[src/rtl/crc_byte_sequencer.sv]
// Byte sequencer between the CRC_DR/CRC_CR host side and the byte-wide CRC engine.
// Define CRC_SEQ_MSB_FIRST_EN to issue bytes from the most significant active byte down.
module crc_byte_sequencer (
    input  logic        HCLK,
    input  logic        HRESET,
    input  logic [31:0] bus_wr,
    input  logic [1:0]  bus_size,
    input  logic        buffer_write_en,
    input  logic        reset_chain,
    input  logic        crc_byte_ready,
    output logic [7:0]  crc_byte,
    output logic        crc_byte_en,
    output logic        crc_init_load,
    output logic        buffer_full,
    output logic        read_wait,
    output logic        reset_pending
);
    typedef enum logic [1:0] {S_IDLE, S_RUN, S_INIT} state_t;

    state_t           state_q, state_d;
    logic [1:0][31:0] data_q, data_d;
    logic [1:0][2:0]  nb_q, nb_d;
    logic             rd_ptr_q, rd_ptr_d;
    logic             wr_ptr_q, wr_ptr_d;
    logic [1:0]       count_q, count_d;
    logic [1:0]       idx_q, idx_d;
    logic [7:0]       crc_byte_q, crc_byte_d;
    logic             crc_byte_en_q, crc_byte_en_d;
    logic             crc_init_load_q, crc_init_load_d;
    logic             reset_pending_q, reset_pending_d;

    logic             push, pop, last_byte;
    logic [2:0]       push_nb;
    logic [1:0]       sel;
    logic [31:0]      head_data;

    always_comb begin
        state_d  = state_q;
        data_d   = data_q;
        nb_d     = nb_q;
        rd_ptr_d = rd_ptr_q;
        wr_ptr_d = wr_ptr_q;
        count_d  = count_q;
        idx_d    = idx_q;

        push_nb   = (bus_size == 2'b00) ? 3'd1 : (bus_size == 2'b01) ? 3'd2 : 3'd4;
        push      = buffer_write_en && (count_q != 2'd2);
        last_byte = ({1'b0, idx_q} == (nb_q[rd_ptr_q] - 3'd1));
        pop       = (state_q == S_RUN) && crc_byte_ready && last_byte;

        if (reset_chain) begin
            // Abandon everything, including a same-cycle push.
            state_d  = S_INIT;
            rd_ptr_d = 1'b0;
            wr_ptr_d = 1'b0;
            count_d  = 2'd0;
            idx_d    = 2'd0;
        end else begin
            if (push) begin
                data_d[wr_ptr_q] = bus_wr;
                nb_d[wr_ptr_q]   = push_nb;
                wr_ptr_d         = ~wr_ptr_q;
            end
            if ((state_q == S_RUN) && crc_byte_ready) begin
                if (last_byte) begin
                    idx_d    = 2'd0;
                    rd_ptr_d = ~rd_ptr_q;
                end else begin
                    idx_d = idx_q + 2'd1;
                end
            end
            count_d = count_q + {1'b0, push} - {1'b0, pop};
            state_d = (count_d != 2'd0) ? S_RUN : S_IDLE;
        end

        // Outputs are precomputed from next state so they leave flops directly.
`ifdef CRC_SEQ_MSB_FIRST_EN
        sel = nb_d[rd_ptr_d][1:0] - 2'd1 - idx_d;
`else
        sel = idx_d;
`endif
        head_data       = data_d[rd_ptr_d];
        crc_byte_en_d   = (state_d == S_RUN);
        crc_byte_d      = crc_byte_en_d ? head_data[{sel, 3'b000} +: 8] : 8'h00;
        crc_init_load_d = (state_d == S_INIT);
        reset_pending_d = (state_d == S_INIT);
    end

    always_ff @(posedge HCLK) begin
        if (HRESET) begin
            state_q         <= S_IDLE;
            data_q          <= '0;
            nb_q            <= '0;
            rd_ptr_q        <= 1'b0;
            wr_ptr_q        <= 1'b0;
            count_q         <= 2'd0;
            idx_q           <= 2'd0;
            crc_byte_q      <= 8'h00;
            crc_byte_en_q   <= 1'b0;
            crc_init_load_q <= 1'b0;
            reset_pending_q <= 1'b0;
        end else begin
            state_q         <= state_d;
            data_q          <= data_d;
            nb_q            <= nb_d;
            rd_ptr_q        <= rd_ptr_d;
            wr_ptr_q        <= wr_ptr_d;
            count_q         <= count_d;
            idx_q           <= idx_d;
            crc_byte_q      <= crc_byte_d;
            crc_byte_en_q   <= crc_byte_en_d;
            crc_init_load_q <= crc_init_load_d;
            reset_pending_q <= reset_pending_d;
        end
    end

    assign crc_byte      = crc_byte_q;
    assign crc_byte_en   = crc_byte_en_q;
    assign crc_init_load = crc_init_load_q;
    assign reset_pending = reset_pending_q;
    assign buffer_full   = (count_q == 2'd2);
    assign read_wait     = (count_q != 2'd0) || (state_q != S_IDLE);

endmodule
[config.mk]
export PLATFORM = sky130hd
export DESIGN_NAME = crc_byte_sequencer
export DESIGN_NICKNAME = d
export VERILOG_FILES = /design/src/rtl/crc_byte_sequencer.sv
export SDC_FILE = /design/constraint.sdc
export NUM_CORES = 1
export LEC_CHECK = 0
export CORE_MARGIN = 2
export CORE_UTILIZATION = 40
export CTS_CLUSTER_DIAMETER = 60
export DETAILED_ROUTE_END_ITERATION = 6
export PLACE_DENSITY = 0.67
export SLEW_MARGIN = 25
export SYNTH_ARGS = -nofsm -noshare
export SYNTH_HDL_FRONTEND = slang
export SYNTH_SLANG_ARGS = --single-unit
[constraint.sdc]
create_clock -name HCLK -period 8.21 [get_ports HCLK]
set_input_delay 1.642 -clock HCLK [delete_from_list [all_inputs] [get_ports HCLK]]
set_output_delay 1.642 -clock HCLK [all_outputs]
set_load 0.05 [all_outputs]
# Word-level counts from Yosys, hierarchy flattened

Index checks and enable logic that the tools add are counted.
Widths: inputs -> output; s select.

Input port bits: 39
Bits in registers: 88
Output and inout bits: 13
Logic and storage cells: 66

Equal/unequal tests: 7
Reductions and logical operators: 12
$lt $le $gt $ge: 4
Shifts and indexed selects: 1
$add $sub $neg: 4
Muxes and demuxes: 22
Bitwise logic cells: 4

Operators by type and width:

| operator            | number |
|---|---|
| $mux 64             | 2 |
| $mux 32             | 3 |
| $bwmux 64           | 1 |
| $demux 32 s1        | 1 |
| $shiftx 32x6->8     | 1 |
| $mux 3              | 5 |
| $mux 2              | 4 |
| $bwmux 6            | 1 |
| $eq 2x1->1 const B  | 3 |
| $lt 1x2->1 const B  | 3 |
| $reduce_bool 2->1   | 3 |
| $eq 2x2->1 const B  | 2 |
| $logic_and 1x1->1   | 4 |
| $mux 1              | 4 |
| $not 1->1           | 4 |
| $reduce_or 2->1     | 2 |
| $demux 3 s1         | 1 |
| $eq 2x3->1          | 1 |
| $sub 3x1->3 const B | 1 |
| $add 2x1->2         | 1 |
| $add 2x1->2 const B | 1 |
| $logic_not 2->1     | 1 |
| $ne 2x2->1 const B  | 1 |
| $reduce_and 2->1    | 1 |
| 3 further kinds     | 3 |

# Longest topological paths before layout

Gate-level depths: netlist of run 1.

Depth in word-level cells: 12
Depth in mapped cells: 18

# Least setup slack after synthesis of run 1

OpenSTA, ideal clock, no wires.

Kind: in2reg
Start point: in crc_byte_ready
End point: reg crc_byte_q[7], in the netlist crc_byte[7]
Setup time: 0.059 ns
Path slack: 4.176 ns
Stages: 15
Arrival: 3.974 ns
Path buffers: 2
Cell sequence: nand3b_1 nor2_1 and3_1 buf_6 ha_1 inv_1 ha_1 xor2_1 xnor2_1 nor3_1 or2_2 clkbuf_1 o21ai_0 o31ai_1 o311a_1

Cells in the longest elaborated chain, start to end: 9
Elaborated cells on any way between the ends: 16
Those cells by class: 1 x add/sub; 1 x eq/ne; 1 x shift; 8 x mux; 1 x bitwise; 4 x reduce/logical

Ends and longest elaborated chain:

| item                                            | RTL line | source |
|---|---|---|
| start: declaration                              | 10       | `input logic crc_byte_ready,` |
| $logic_and 1x1->1 *                             | 49, 64   |  |
| branches (longest 8 deep; another with $mux 32) | n/a      |  |
| end signal: assignment                          | 110      | `crc_byte_q <= crc_byte_d;` |
| end: declaration                                | 27       | `logic [7:0] crc_byte_q, crc_byte_d;` |

Mark *: on every way between the ends. The select of a mux whose other input is x is not followed.
A chain may end at the register's enable or synchronous reset.

# Worst setup path in the final report of run 1

Same ends and word-level chain as after synthesis.

==> run_results.csv, run 1 <==
group,metric,value,unit
final_layout,fin_area,0.004654,sq mm
synth,syn_avg_cell_area,7.726,sq um
cts,clock-sinks,87,
critical_path,path_cells,"clkdlybuf4s50_1 > nand3b_1 > nor2_1 > and3_1 > ha_1 > inv_1 > ha_1 > xor2_1 > xnor2_1 > nor3_1 > or2_2 > o21ai_0 > o31ai_1 > o311a_1",
synth,synthTopCellsByArea,"dfxtp_1, nand2_1, a21oi_1",
sta,relSlewSlack,43.69,%
floorplanning,die_y,103.1,um
critical_path,critPathMostFrequentCell,"ha_1",
synth,yosysSeqAreaShare,44.37,%
synth,syn-num-nets,550,
floorplanning,die_area,0.01062,sq mm
sta,drv_slew,0,
sta,fmax,0.2175,GHz
final_layout,syn_to_final_growth,18.58,%
sta,setup_slack,3.611,ns
critical_path,max_stage_delay,0.46,ns
sta,finalSetupViolCount,0,
sta,skew,0.006307,ns
sta,fin_hold_ws,0.4555,ns
synth,ys.flop_type,"dfxtp_1",
critical_path,crit_type,"primary input to register",
sta,period_needed,4.599,ns
floorplanning,die_x,103.1,um
synth,synth_edf_count,0,
sta,worstMarginPinSlew,0.8447,ns
synth,yosys_warnings,0,
cts,clock_path_buffers,2,
drt,ant_nets,0,
critical_path,r2r_slack,4.38,ns
worst_hold_path,holdCritPathClass,"register to register",
cts,h-tree-depth,3,
global_routing,grt_pass1_vias,3418,
global_routing,overflow,0,
global_routing,antenna_found_initial,0,
synth,ys_types,47,
critical_path,startpoint_type,"primary input",
placed_design,placed_cells,659,
critical_path,arrival,4.90,ns
cts,insertion_delay,0.36,ns
cts,postCtsSetupBuffers,0,
drt,wl_per_cell,15.74,um
floorplanning,pin_count,52,
final_layout,n_antenna_cell,0,
synth,netlist_area,0.003925,sq mm
global_routing,grt_start_max_net_pins,79,
synth,synth_seq_cells,87,
drt,drt_iter0_drc,250,
cts,postCtsHoldBufs,0,
placed_design,place_area,0.004457,sq mm
critical_path,cp_max_fo,10,
drt,vias,3643,
critical_path,reg2reg_depth,15,
drt,drcViolationCount,0,
global_routing,grt_usage,20.96,%
global_routing,grt_pass1_wl,17110,um
placed_design,dp_slack,3.368,ns
floorplanning,rows,36,
drt,drt_first_pass_iters,5,
pwr,max-vdd-ir-drop,88.92,uV
drt,wirelength,10610,um
sta,finalHoldViolations,0,
cts,cts_tree,"yes",
placed_design,dp_hpwl,6767,um
floorplanning,core,0.009639,sq mm
critical_path,cp_slowest_cell,"clkdlybuf4s50_1",
critical_path,crit_end,"crc_byte[7]$_SDFF_PP0_",
critical_path,end_kind,"register",
sta,fin_crit_sh,56.01,%
final_layout,layout.nets,579,
run_status,status,"complete, no violations",
critical_path,r2r-end,"crc_byte[7]$_SDFF_PP0_",
synth,syn_inst,508,
placed_design,port-buffer-count,51,
synth,async_reset_ff_share,0,%
pwr,p_per_area,183.8,mW/mm^2
final_layout,fin_cells,674,
critical_path,r2r-start,"rd_ptr_q$_SDFF_PP0_",
cts,cts-root-buf,"clkbuf_8",
cts,cts_resized,0,
sta,tns,0,ns
cts,clkTransAtPathRegs,0.08,ns
cts,cts_buffers,9,
drt,viasPerCell,5.405,
placed_design,routabilityCongestion,0.8267,
critical_path,critPathRequiredTime,8.51,ns
synth,yosysTopAreaCell,"dfxtp_1",
worst_hold_path,min_path_cells,2,
flow_run,maxCapViolCount,0,
sta,rsz0062_at_grt,"false",
final_layout,drive_gt1_share,5.545,%
synth,synth_top_area_share,44.37,%
critical_path,startpoint,"crc_byte_ready",
pwr,p_leak,1.576,nW
floorplanning,start_util,40.72,%
## layer usage
metal / GRT usage, % / part of all wire [%]
met1: 27.61 / 46
met2: 34.37 / 47
met3: 4.271 / 5.4
met4: 7.085 / 1.6
met5: 0 / 0
## how the worst min path moves through the flow
stage,to,from
after floorplan,data_q[46]$_SDFF_PP0_,data_q[46]$_SDFF_PP0_
after global placement,data_q[14]$_SDFF_PP0_,data_q[14]$_SDFF_PP0_
after detailed placement,data_q[14]$_SDFF_PP0_,data_q[14]$_SDFF_PP0_
after CTS,data_q[14]$_SDFF_PP0_,data_q[14]$_SDFF_PP0_
after global routing,data_q[48]$_SDFF_PP0_,data_q[48]$_SDFF_PP0_
final,data_q[14]$_SDFF_PP0_,data_q[14]$_SDFF_PP0_
## power breakdown
part / switching, mW / internal, mW / total, mW
sequential: 0.00719 / 0.435 / 0.442
combinational: 0.0658 / 0.0439 / 0.110
clock: 0.148 / 0.155 / 0.304
total: 0.221 / 0.634 / 0.855
## through the flow
step	util, %	total power [mW]
CTS	48.29	0.8634
floorplan	-	0.5153
global placement	46.24	0.5595
global route	48.29	0.8922
finish	48.29	0.8554
detailed placement	46.24	0.5613
## cell usage in the layout, fill, tap and decap left out, types with 2 or more instances in the layout
cell type / synthesis / final
nand2b_1: 3 / 3
nor2b_1: 2 / 2
dfxtp_1: 87 / 87
xor2_1: 3 / 3
or3_1: 2 / 2
mux2i_1: 3 / 3
o22ai_1: 14 / 14
o31ai_1: 2 / 2
o221ai_1: 13 / 13
a21oi_1: 70 / 70
nand3b_1: 7 / 7
nor3_1: 15 / 14
ha_1: 3 / 3
and2_1: 3 / 3
a311oi_1: 2 / 2
buf_4: 1 / 5
nand4b_1: 2 / 2
nand3_1: 2 / 2
clkbuf_8: 0 / 11
inv_1: 4 / 4
o211a_1: 7 / 7
a31oi_1: 7 / 7
xnor2_1: 6 / 6
clkdlybuf4s50_1: 0 / 50
o21ai_0: 11 / 11
nor2_1: 24 / 24
nand2_1: 160 / 160
## worst max-delay path: cells and delay by family
family	cells	cell delay, ns
AO/OA/AOI/OAI	3	0.64
XOR/XNOR	2	0.27
adder cells (fa/ha/maj)	2	0.45
buffers and inverters	2	0.52
AND/OR/NAND/NOR	5	1.39
## cell families after synthesis
| kind of cell | Yosys count | share of synthesized area [%] |
|---|---|---|
| simple gates | 229 | 25.02 |
| compound gates | 132 | 20.62 |
| mux | 6 | 1.976 |
| buf+inv | 42 | 5.036 |
| xor+xnor | 9 | 2.008 |
| fa+ha+maj | 3 | 0.9564 |
| flops | 87 | 44.37 |
## sequential cells by signal (all words and copies together) (netlist names)
signal,cells
crc_byte,8
reset_pending,1
count_q,2
state_q,2
idx_q,2
nb_q,6
wr_ptr_q,1
rd_ptr_q,1
data_q,64
## Yosys cell counts, types with 3 or more instances
library cell  count
mux2i_1           3
nor2_1           24
o22ai_1          14
inv_1             4
and2_1            3
clkbuf_1         26
nand3b_1          7
nand2b_1          3
a21oi_1          70
buf_6             4
dfxtp_1          87
xnor2_1           6
nor3_1           15
o211a_1           7
nand2_1         160
ha_1              3
buf_2             5
xor2_1            3
a31oi_1           7
o21ai_0          11
o221ai_1         13
## cell type report
type / instances / area, sq um
Tap cell: 133 / 166.4
Clock buffer: 12 / 155.1
Multi-Input combinational cell: 379 / 1991
Inverter: 4 / 15.01
Sequential cell: 87 / 1742
Timing Repair Buffer: 56 / 543.0
Fill cell: 983 / 4985
Clock inverter: 3 / 42.54
Power figures use the tool's default switching activity.
==> inputs of run 2 (changes only) <==
clock period = 4.74 ns   (was 8.21 ns; I/O delays follow)
==> run_results.csv, run 2 (same netlist as run 1, synthesis figures left out) <==
group,metric,value,unit
cts,cts-root-buf,"clkbuf_8",
cts,cts_tree,"yes",
critical_path,crit_type,"primary input to register",
sta,setup_slack,0.8774,ns
global_routing,grt_start_max_net_pins,49,
global_routing,grt_pass1_vias,3545,
cts,cts_resized,0,
final_layout,n_antenna_cell,0,
final_layout,layout_common_cells,"nand2_1, dfxtp_1, a21oi_1",
drt,wirelength,11160,um
global_routing,overflow,0,
sta,period_needed,3.863,ns
global_routing,grt_usage,21.35,%
pwr,max-vdd-ir-drop,149.4,uV
global_routing,antenna_found_initial,0,
critical_path,r2r-start,"rd_ptr_q$_SDFF_PP0_",
final_layout,fin_area,0.004658,sq mm
sta,finalHoldViolations,0,
drt,viasPerCell,5.493,
pwr,power,1.460,mW
critical_path,arrival,4.17,ns
final_layout,layout_commonest_cell,"nand2_1",
critical_path,startpoint_type,"primary input",
pwr,switching_share,26.72,%
sta,fmax,0.2589,GHz
sta,finalSetupViolCount,0,
sta,drv_slew,0,
drt,drt_first_pass_iters,5,
critical_path,cp_max_fo,10,
sta,skew,0.01360,ns
sta,tns,0,ns
drt,drt_iter0_drc,286,
pwr,p_per_area,313.5,mW/mm^2
final_layout,layout.nets,582,
critical_path,r2r_slack,0.93,ns
drt,vias,3719,
floorplanning,start_util,40.72,%
floorplanning,die_x,103.1,um
floorplanning,core,0.009639,sq mm
flow_run,maxCapViolCount,0,
sta,rsz0062_at_grt,"false",
critical_path,startpoint,"crc_byte_ready",
cts,clock-sinks,87,
sta,worstMarginPinSlew,0.7956,ns
global_routing,grt_pass1_wl,17440,um
placed_design,dp_slack,0.5964,ns
critical_path,reg2reg_depth,15,
floorplanning,die_area,0.01062,sq mm
final_layout,drive_gt1_share,5.882,%
final_layout,fin_util,48.33,%
pwr,pwr-share-clk,34.2,%
cts,h-tree-depth,3,
placed_design,dp_hpwl,7143,um
cts,clock_path_buffers,2,
critical_path,critPathRequiredTime,5.04,ns
run_status,status,"complete, no violations",
cts,postCtsSetupBuffers,0,
sta,fin_crit_sh,81.49,%
floorplanning,pin_count,52,
pwr,power_frac_comb,13.3,%
sta,relSlewSlack,46.96,%
sta,fin_hold_ws,0.4578,ns
final_layout,largest_reg_flops,64,
placed_design,place_area,0.004479,sq mm
critical_path,end_kind,"register",
pwr,p_int,1.070,mW
floorplanning,die_y,103.1,um
final_layout,fin_cells,677,
worst_hold_path,hold_start,"data_q[14]$_SDFF_PP0_",
floorplanning,rows,36,
cts,cts_buffers,9,
pwr,p_leak,1.581,nW
critical_path,r2r-end,"crc_byte[7]$_SDFF_PP0_",
worst_hold_path,min_path_cells,2,
cts,insertion_delay,0.36,ns
final_layout,max_flop_register,"data_q",
worst_hold_path,hold_end,"data_q[14]$_SDFF_PP0_",
pwr,p_seq_share,52.5,%
worst_hold_path,holdCritPathClass,"register to register",
placed_design,routabilityCongestion,0.8162,
final_layout,syn_to_final_growth,18.68,%
placed_design,placed_cells,662,
pwr,power_switching,390.1,uW
placed_design,port-buffer-count,51,
drt,ant_nets,0,
cts,clkTransAtPathRegs,0.08,ns
drt,wl_per_cell,16.48,um
cts,postCtsHoldBufs,0,
drt,drcViolationCount,0,
[run 2: cell count changes in the layout (fill, tap and decap cells not counted), sizes merged]
cell / before / now
buf: 6 / 9
clkbuf: 12 / 11
clkinv: 1 / 2
[run 2: area by class of cell]
type / instances / area, sq um
fill: 980 / 4981
multi-input combinational: 379 / 1991
sequential: 87 / 1742
timing repair buffer: 59 / 565.5
tap: 133 / 166.4
clock buffer: 11 / 131.4
clock inverter: 4 / 47.55
inverter: 4 / 15.01
[run 2: power by group through the flow]
stage	logic (mW)	clock network [mW]	registers [mW]
after floorplan	0.101	0	0.791
after global placement	0.189	0	0.782
after detailed placement	0.192	0	0.783
after CTS	0.193	0.508	0.766
after global routing	0.210	0.540	0.769
final	0.194	0.500	0.766
[run 2: how the worst max path moves through the flow]
stage                                        end  cells past startpoint  slack, ns
final                     crc_byte[7]$_SDFF_PP0_                     14       0.88
after detailed placement  crc_byte[7]$_SDFF_PP0_                     14       0.60
after global routing      crc_byte[7]$_SDFF_PP0_                     14       0.64
after global placement    crc_byte[7]$_SDFF_PP0_                     14       0.72
after floorplan           crc_byte[7]$_SDFF_PP0_                     15       1.40
after CTS                 crc_byte[7]$_SDFF_PP0_                     14       0.94
[run 2: critical path: stages]
cell and delay [ns]:
clkdlybuf4s50_1 0.47, nand3b_1 0.20, nor2_1 0.25, and3_1 0.44
ha_1 0.31, inv_1 0.06, ha_1 0.16, xor2_1 0.20
xnor2_1 0.08, nor3_1 0.18, or2_2 0.29, o21ai_0 0.13
o31ai_1 0.26, o311a_1 0.19
[run 2: routing by layer]
metal  global-route usage, %  share of wire, %  wire length, um
met5                       0                 0                0
met4                   6.174               1.5              163
met3                   3.661               7.0              786
met2                   35.71                46             5178
met1                   28.36                45             5030
